===== src/rtl/adder_pkg.sv =====
`default_nettype none
// ============================================================================
// Module      : adder_pkg
// Description : Shared definitions for the sequential multi-word adder:
//               slice width, FSM state encoding and a word-select helper.
// Revision    : 1.0 - initial release
// ============================================================================
package adder_pkg;

  localparam int WORD_W = 16;
  // Widest operand supported (16 slices of 16 bits); the word-select helper
  // works on vectors zero-extended to this width.
  localparam int MAX_W  = 16 * WORD_W;

  typedef enum logic [1:0] {
    IDLE = 2'd0,
    RUN  = 2'd1,
    DONE = 2'd2
  } add_state_t;

  // Return 16-bit word k of a (zero-extended) operand vector.
  function automatic logic [WORD_W-1:0] word_sel(input logic [MAX_W-1:0] v,
                                                  input logic [31:0]      k);
    return v[k*WORD_W +: WORD_W];
  endfunction

endpackage
`default_nettype wire


===== src/rtl/ripple_carry_adder_16bit.sv =====
`default_nettype none
// ============================================================================
// Module      : ripple_carry_adder_16bit
// Description : Purely combinational 16-bit ripple-carry adder.
// Ports       : a_i, b_i  - 16-bit addends
//               cin_i     - carry in
//               sum_o     - 16-bit sum
//               cout_o    - carry out of bit 15
// Revision    : 1.0 - initial release
// ============================================================================
module ripple_carry_adder_16bit (
  input  logic [15:0] a_i,
  input  logic [15:0] b_i,
  input  logic        cin_i,
  output logic [15:0] sum_o,
  output logic        cout_o
);

  logic [16:0] carry;

  assign carry[0] = cin_i;

  for (genvar i = 0; i < 16; i++) begin : g_bit
    assign sum_o[i]     = a_i[i] ^ b_i[i] ^ carry[i];
    assign carry[i + 1] = (a_i[i] & b_i[i]) | (carry[i] & (a_i[i] ^ b_i[i]));
  end

  assign cout_o = carry[16];

endmodule
`default_nettype wire


===== src/rtl/multiword_add_seq.sv =====
`default_nettype none
// ============================================================================
// Module      : multiword_add_seq
// Description : Sequential multi-word adder. Accepts 16*NWORDS-bit operands
//               on a valid/ready handshake, adds one 16-bit slice per cycle
//               through a single ripple adder with the carry held in a
//               register, and presents the sum/carry on a held valid/ready
//               output.
// Ports       : clk, rst_n                 - clock, async active-low reset
//               in_valid/in_ready          - operand handshake
//               in_a, in_b, in_cin         - operands and carry in
//               out_valid/out_ready        - result handshake
//               out_sum, out_cout          - registered result
//               busy                       - operation in progress or held
// Revision    : 1.0 - initial release
// ============================================================================
module multiword_add_seq
  import adder_pkg::*;
#(
  parameter int NWORDS = 4
) (
  input  logic                     clk,
  input  logic                     rst_n,
  input  logic                     in_valid,
  output logic                     in_ready,
  input  logic [WORD_W*NWORDS-1:0] in_a,
  input  logic [WORD_W*NWORDS-1:0] in_b,
  input  logic                     in_cin,
  output logic                     out_valid,
  input  logic                     out_ready,
  output logic [WORD_W*NWORDS-1:0] out_sum,
  output logic                     out_cout,
  output logic                     busy
);

  localparam int W    = WORD_W * NWORDS;
  localparam int IDXW = (NWORDS > 1) ? $clog2(NWORDS) : 1;
  localparam logic [IDXW-1:0] LAST_IDX = IDXW'(NWORDS - 1);

  add_state_t        state_q;
  logic [W-1:0]      a_q;
  logic [W-1:0]      b_q;
  logic [W-1:0]      sum_q;
  logic              carry_q;
  logic              cout_q;
  logic [IDXW-1:0]   idx_q;

  logic [MAX_W-1:0]  a_ext;
  logic [MAX_W-1:0]  b_ext;
  logic [WORD_W-1:0] add_a;
  logic [WORD_W-1:0] add_b;
  logic [WORD_W-1:0] add_sum;
  logic              add_cout;

  // Zero-extend so the shared word-select helper is width-independent.
  always_comb begin
    a_ext          = '0;
    b_ext          = '0;
    a_ext[W-1:0]   = a_q;
    b_ext[W-1:0]   = b_q;
  end

  assign add_a = word_sel(a_ext, 32'(idx_q));
  assign add_b = word_sel(b_ext, 32'(idx_q));

  ripple_carry_adder_16bit u_rca (
    .a_i    (add_a),
    .b_i    (add_b),
    .cin_i  (carry_q),
    .sum_o  (add_sum),
    .cout_o (add_cout)
  );

  always_ff @(posedge clk or negedge rst_n) begin
    if (!rst_n) begin
      state_q <= IDLE;
      a_q     <= '0;
      b_q     <= '0;
      sum_q   <= '0;
      carry_q <= 1'b0;
      cout_q  <= 1'b0;
      idx_q   <= '0;
    end else begin
      case (state_q)
        IDLE: begin
          if (in_valid) begin
            a_q     <= in_a;
            b_q     <= in_b;
            carry_q <= in_cin;
            cout_q  <= 1'b0;
            idx_q   <= '0;
            sum_q   <= '0;
            state_q <= RUN;
          end
        end
        RUN: begin
          sum_q[32'(idx_q)*WORD_W +: WORD_W] <= add_sum;
          carry_q <= add_cout;
          if (idx_q == LAST_IDX) begin
            // Hold idx on the last slice so it never runs past NWORDS-1.
            cout_q  <= add_cout;
            state_q <= DONE;
          end else begin
            idx_q <= idx_q + 1'b1;
          end
        end
        DONE: begin
          if (out_ready) begin
            state_q <= IDLE;
          end
        end
        default: state_q <= IDLE;
      endcase
    end
  end

  // Handshake flags decode from registered state only.
  assign in_ready  = (state_q == IDLE);
  assign out_valid = (state_q == DONE);
  assign busy      = (state_q != IDLE);
  assign out_sum   = sum_q;
  assign out_cout  = cout_q;

endmodule
`default_nettype wire


===== config.mk =====
export PLATFORM = sky130hd
export DESIGN_NAME = multiword_add_seq
export DESIGN_NICKNAME = d
export VERILOG_FILES = /design/src/rtl/adder_pkg.sv /design/src/rtl/ripple_carry_adder_16bit.sv /design/src/rtl/multiword_add_seq.sv
export SDC_FILE = /design/constraint.sdc
export NUM_CORES = 1
export LEC_CHECK = 0
export CORE_UTILIZATION = 35
export DETAILED_ROUTE_END_ITERATION = 10
export SETUP_SLACK_MARGIN = 0.3
export SLEW_MARGIN = 20
export SYNTH_ARGS = -nofsm -noshare
export SYNTH_HDL_FRONTEND = slang
export SYNTH_HIERARCHICAL = 1
export SYNTH_SLANG_ARGS = --single-unit

===== constraint.sdc =====
create_clock -name clk -period 25.2 [get_ports clk]
set_input_delay 7.56 -clock clk [delete_from_list [all_inputs] [get_ports clk]]
set_output_delay 7.56 -clock clk [all_outputs]
set_load 0.02 [all_outputs]

* Word level (Yosys, flattened, before mapping) *
Cells that the tools add are included.

storage, ports and cells
  register bits = 198
  output and inout bits = 68
  word-level logic and storage cells = 123

operators by class
  $add $sub $neg = 2
  eq/ne operators = 7
  shift operators = 4
  mux-type cells = 15
  bitwise logic cells = 80
  reductions and logical operators = 8

operators by type and width
  kind                      count
  $shiftx 256x7->16         2
  $pmux 64 s2               1
  $bwmux 64                 1
  $mux 64                   1
  $shift 16x34->64 const A  1
  $shiftx 16x34->64         1
  $neg 6->34                1
  $and 1x1->1               32
  $xor 1x1->1               32
  $or 1x1->1                16
  $mux 2                    5
  $reduce_and 3->1          3
  $ne 2x2->1 const B        3
  $pmux 2 s3                1
  $eq 2x2->1 const B        2
  $pmux 1 s2                2
  $pmux 2 s2                1
  $reduce_and 2->1          2
  $reduce_bool 2->1         2
  $mux 1                    3
  $add 2x1->2 const B       1
  $eq 2x1->1 const B        1
  $logic_not 2->1           1
  $ne 2x1->1 const B        1

* Depth between registers and ports, before layout *
Gate-level depths: netlist of run 1.

  word-level depth = 36
  mapped depth = 26
  depth with buffers taken out = 24

* Hierarchy *
The synthesis of run 1 kept the hierarchy.

modules (own cells, without submodules)
  module                    instances  cells each  area each (sq um)  sequential area each (sq um)
  multiword_add_seq         1          501         8390.5             4954.8
  ripple_carry_adder_16bit  1          26          357.8              0.0

* Worst setup path after synthesis of run 1 *
Ideal clock, no wire load.

  path type = register to output
  start point = register state_q[0]
  end point = output port busy
  data arrival time = 1.052 ns
  setup slack = 16.588 ns
  stages on the path, launching flop included = 4
  buffers on the path = 1
  cell sequence = dfrtp_1 -> buf_6 -> nor2_1 -> inv_1

on the way
  cells in the longest elaborated chain, start to end = 1

RTL lines
  what                    line                      text
  from (decl)             multiword_add_seq.sv:40   add_state_t state_q;
  from (signal assigned)  multiword_add_seq.sv:76   state_q <= IDLE;
  from (signal assigned)  multiword_add_seq.sv:93   state_q <= RUN;
  from (signal assigned)  multiword_add_seq.sv:102  state_q <= DONE;
  $reduce_bool 2->1       multiword_add_seq.sv:120  assign busy = (state_q != IDLE);
  to (decl)               multiword_add_seq.sv:33   output logic busy

Every way passes these cells.

* Worst setup path in the final report of run 1 *
  start point = input port in_valid
  end point = register b_q[56]

on the way
  cells in the longest elaborated chain, start to end = 1

RTL lines
  what                        line                     text
  from (decl)                 multiword_add_seq.sv:24  input logic in_valid,
  $reduce_and 2->1 (no line)  --
  to (signal assigned)        multiword_add_seq.sv:88  b_q <= in_b;
  to (decl)                   multiword_add_seq.sv:42  logic [W-1:0] b_q;

Every way passes these cells.
A chain may end at the register's enable or synchronous reset.

==> flow_summary.ini, run 1 <==
[outcome]
status = finished, final reports clean

[cells_and_area]
fin_cells = 1055
area_growth_pct = 31.48
drive_above_1_share_pct = 30.92
fin_util_pct = 47.16
num-nets-final = 873
antenna_cells = 0
fin_area_um2 = 11500

[timing]
hold_viol_final = 0
clock_skew_ns = 0.01060
tns_ns = 0
slew_headroom_pct = 28.77
max_freq_ghz = 0.1048
max_slew.worst_pin.slew_ns = 1.061
rsz0062_at_grt = false
setup_viol = 0
maxSlewViolCount = 0
fin_crit_sh_pct = 37.87
period_minus_slack_ns = 9.544

[detailed_routing]
wl_per_cell_um = 20.29
routed_wl_um = 21400
route.detailed.drc = 0
vias = 5298
antenna_left = 0
viasPerCell = 5.022
drt_iter0_drc = 260
dr.pass1.iters = 4

[worst_hold_path]
hold_depth = 1
worstHoldPathType = flip-flop to flip-flop

[pwr]
powerDensity_nw_per_um2 = 151.1
power_leakage_nw = 4.769
peakVddDrop_uv = 72.82

[clock_tree]
cts_inserted_buffers = 17
ctsResizeCount = 0
clk_latency_ns = 0.43
htree_levels = 4
cts_num_sinks = 198
tritoncts = yes
cts_root_buffer = clkbuf_16
post_cts_buffers = 0
max-clock-path-buffers = 2
postCtsHoldBufs = 0
clk_pin_slew_ns = 0.07

[global_route]
grtUsageTotal_pct = 17.60
grt_max_degree = 127
grt-ovfl-total = 0
met2_usage_pct = 28.93
met1_usage_pct = 23.10
grt_pass1_vias = 5793
use_met3_pct = 3.896
busiest_layer = met2
antenna_found_initial = 0
grt_pass1_wl_um = 34180

[placed_design]
place_area_um2 = 10890
hpwl_um = 15800
port_buffers = 200
dp_cells = 1022
gp_congestion = 0.7898

[yosys]
syn_inst = 527
ys_ff_latch = 198
syn_nets = 682
netlist_area_um2 = 8748
syn_avg_cell_area_um2 = 16.60
synthFlopType = dfrtp_1
yosysWarnings = 6
synth_cell_types = 30
async_flop_share_pct = 100.0
synth_edf_count = 0
seq_area_frac_synth_pct = 56.64

[die]
die_y_um = 160.1
boundaryPins = 201
start_util_pct = 35.87
core_um2 = 24390
rows = 57
die_x_um = 160.1
dieArea_um2 = 25630

[setup_path]
cp_data_arrival_time_ns = 9.86
startpoint_type = input pin
rr_worst_depth = 25
critPathKind = input pin to flip-flop
cp_data_required_time_ns = 25.51
cp_max_fo = 87
endpoint_kind = flip-flop

[run]
drv_cap = 0
[cell type report]
type	instances	area, um2
Timing Repair Buffer	205	2067
Inverter	14	52.55
Multi-Input combinational cell	282	3441
Clock buffer	23	488.0
Clock inverter	9	91.34
Fill cell	2138	12890
Sequential cell	198	4957
Tap cell	324	405.4
[registers in the layout, indices dropped and copies added (netlist names)]
name      flops
b_q          64
state_q       2
out_sum      64
idx_q         2
out_cout      1
carry_q       1
a_q          64
[final timing paths]
kind | from | end | slack, ns
max | in_valid | b_q[56] | 15.66
min | b_q[47] | b_q[47] | 0.50
max reg2reg | idx_q[0] | out_cout | 16.25
min reg2reg | b_q[47] | b_q[47] | 0.50
max in group asynchronous | rst_n | idx_q[1] | 16.38
min in group asynchronous | rst_n | out_sum[32] | 7.02
[synth_stat cells (4+ instances only)]
cell type,instances,area (um2)
buf_2,6,30.03
inv_1,13,48.80
ha_1,6,75.07
nand2_1,6,22.52
fa_1,16,320.3
buf_6,9,101.4
a22o_1,54,473.0
mux4_2,32,720.7
mux2_2,130,1464
a22o_2,14,140.1
dfrtp_1,198,4955
clkbuf_8,9,123.9
a21o_2,4,35.03
clkbuf_1,6,22.52
[layer usage]
metal / share of wire (%) / vias to the layer above / wire length (um)
met3: 5.3 / 20 / 1132
li1: - / 2353 / -
met1: 44 / 2775 / 9393
met4: 1.7 / 0 / 358
met5: 0 / - / 0
met2: 49 / 150 / 10520
[cell usage in the layout, fill, tap and decap left out, types with 2 or more instances in the layout]
cell	instances
buf_4	3
nor2_1	3
a22o_1	54
dfrtp_2	2
mux2_2	130
o21ai_0	2
fa_1	16
ha_1	6
clkinv_4	3
clkdlybuf4s50_1	199
nand2b_1	2
inv_1	13
dfrtp_1	196
clkinv_2	2
clkbuf_1	2
nor4_4	3
nand2_1	6
mux4_2	32
a22o_2	14
clkbuf_8	5
clkbuf_16	17
a21o_2	4
inv_6	2
[power breakdown]
group | switching, mW | internal (mW)
clock network | 0.120 | 0.148
logic | 0.454 | 0.443
registers | 0.103 | 0.470
[per-stage QoR]
step	total power, mW	setup slack (ns)	hold slack [ns]
floorplan	1.154	16.59	0.4751
global placement	1.456	15.04	0.4840
detailed placement	1.494	14.96	0.4918
CTS	1.763	15.42	0.5069
global route	1.856	15.52	0.5188
finish	1.738	15.66	0.5028
[worst max-delay path, cell delays in order]
cell and delay (ns):
clkdlybuf4s50_1 0.55, and2_4 0.54, buf_6 0.66, mux2_2 0.42
[cell families (layout without fill, tap and decap cells)]
family | after synthesis | after routing | share of synthesized area [%]
adders and majority gates | 22 | 22 | 4.519
and+or+nand+nor | 20 | 20 | 2.016
muxes | 162 | 162 | 24.97
buffers and inverters | 47 | 251 | 4.033
AOI/OAI and AO/OA | 78 | 78 | 7.823
DFF | 198 | 198 | 56.64
Power figures use the tool's default switching activity.
==> run 2: changes to the inputs <==
Clock period 25.2 ns to 7.9 ns, I/O delays scaled along.
==> run 2 against run 1 <==
  * Sequential power rose to 3.1 times the previous value
  * First-iteration DRC count down 11%
  * Critical path type is now flip-flop to flip-flop
  * Critical path depth grew 20
  * Non-clock buffer count increased by 2
  * Cell count is 0.19% higher
  * Register-to-register slack worse by 16 ns
==> flow_summary.ini, run 2 (synthesized netlist as in run 1, its figures left out) <==
[outcome]
status = finished, final reports clean

[pwr]
power_leakage_nw = 4.742
total_power_mw = 5.632
powerDensity_nw_per_um2 = 489.5
peakVddDrop_uv = 261.7

[die]
die_x_um = 160.1
dieArea_um2 = 25630
die_y_um = 160.1
boundaryPins = 201
core_um2 = 24390
rows = 57
start_util_pct = 35.87

[timing]
clock_skew_ns = 0.01245
fin_crit_sh_pct = 92.86
tns_ns = 0
max_slew.worst_pin.slew_ns = 1.055
timing.hold.ws_ns = 0.5000
worst_slack_ns = 0.5643
rsz0062_at_grt = false
period_minus_slack_ns = 7.336
max_freq_ghz = 0.1363
setup_viol = 0
maxSlewViolCount = 0
slew_headroom_pct = 29.13
hold_viol_final = 0

[setup_path]
cp_data_arrival_time_ns = 7.65
startpoint_type = flip-flop
r2r-end = out_cout
r2r-start = idx_q[0]
critPathKind = flip-flop to flip-flop
rr_worst_depth = 24
cp-endpoint = out_cout
cp_data_required_time_ns = 8.21
endpoint_kind = flip-flop
cp_max_fo = 4
critPathLaunch = idx_q[0]
r2r_slack_ns = 0.56

[detailed_routing]
routed_wl_um = 21980
antenna_left = 0
viasPerCell = 5.011
vias = 5297
wl_per_cell_um = 20.79
drt_iter0_drc = 231
dr.pass1.iters = 4
route.detailed.drc = 0

[global_route]
grt-ovfl-total = 0
grt_pass1_vias = 5723
grt_pass1_wl_um = 34200
grtUsageTotal_pct = 17.85
grt_max_degree = 112
antenna_found_initial = 3

[worst_hold_path]
worstHoldPathType = flip-flop to flip-flop

[clock_tree]
cts_num_sinks = 198
cts_inserted_buffers = 17
clk_pin_slew_ns = 0.07
clk_latency_ns = 0.43
tritoncts = yes
htree_levels = 4
cts_root_buffer = clkbuf_16
max-clock-path-buffers = 2

[run]
drv_cap = 0

[cells_and_area]
fin_cells = 1057
final_common_cell = clkdlybuf4s50_1
num-nets-final = 875
antenna_cells = 0
drive_above_1_share_pct = 32.74
layout_common_cells = 199 x clkdlybuf4s50_1, 196 x dfrtp_1, 130 x mux2_2, 54 x a22o_1, 32 x mux4_2
area_growth_pct = 31.52

[placed_design]
dp_cells = 1024
preCtsSetupSlack_ns = 0.2140
port_buffers = 200
hpwl_um = 16380
gp_congestion = 0.7925
[run 2: changes by cell type in the layout (fill, tap and decap cells not counted), sizes merged]
| cell | change |
|---|---|
| clkinv | -5 |
| inv | +5 |
| buf | +2 |
| clkinvlp | +2 |
| bufinv | -1 |
| clkbuf | -1 |
[run 2: per-layer routing]
metal	wire, um	share of wire (%)	vias up	track usage (%)
li1	-	-	2360	-
met1	9483	43	2734	23.28
met2	10810	49	175	29.39
met3	1314	6.0	22	4.623
met4	337	1.5	6	4.978
met5	35	0.16	-	0
[run 2: timing repair]
item / CTS / global route
pin swaps: 0 / 1
resized for setup: 2 / 5
setup endpoints to repair: 1 / 2
buffers inserted: 1 / 0
hold buffers: 0 / 0
[run 2: layout make-up]
class	instances	area [um2]
clock buffers	22	474.2
clock inverters	10	83.83
fillers	2103	12880
inverters	14	52.55
multi-input cells	282	3471
flip-flops and latches	198	4957
well taps	324	405.4
repair buffers	207	2062
[run 2: metrics by stage]
step	area [um2]	utilization [%]
finish	11510	47.17
global route	11510	47.17
CTS	11490	47.11
detailed placement	10920	44.77
global placement	10920	44.77
floorplan	8780	-
[run 2: critical path, cell delays in order (launching register included)]
cell and delay (ns):
dfrtp_2 0.42, mux4_2 0.55, fa_2 0.40, inv_1 0.07, fa_1 0.16, inv_1 0.05, fa_1 0.38, fa_2 0.37
fa_2 0.36, fa_2 0.36, fa_2 0.43, fa_2 0.36, fa_2 0.34, fa_2 0.36, fa_2 0.36, fa_2 0.35
fa_2 0.34, fa_2 0.34, fa_1 0.37, inv_1 0.07, fa_1 0.16, inv_1 0.03, and2b_2 0.19, mux2_2 0.26
a22o_1 0.17
[run 2: where the power goes]
part	switching [mW]	internal, mW	total (mW)
Combinational	1.53	1.49	3.02
Clock	0.390	0.437	0.826
Sequential	0.288	1.50	1.79
Total	2.21	3.43	5.63
[run 2: worst min-delay path by stage]
stage / from / to / slack, ns / cells past startpoint
6_report: out_sum[16] / out_sum[16] / 0.50 / 1
3_3_place_gp: b_q[53] / b_q[53] / 0.49 / 1
5_1_grt: b_q[57] / b_q[57] / 0.51 / 1
4_1_cts: b_q[57] / b_q[57] / 0.51 / 1
3_5_place_dp: out_sum[9] / out_sum[9] / 0.48 / 1
2_1_floorplan: a_q[35] / a_q[35] / 0.48 / 1
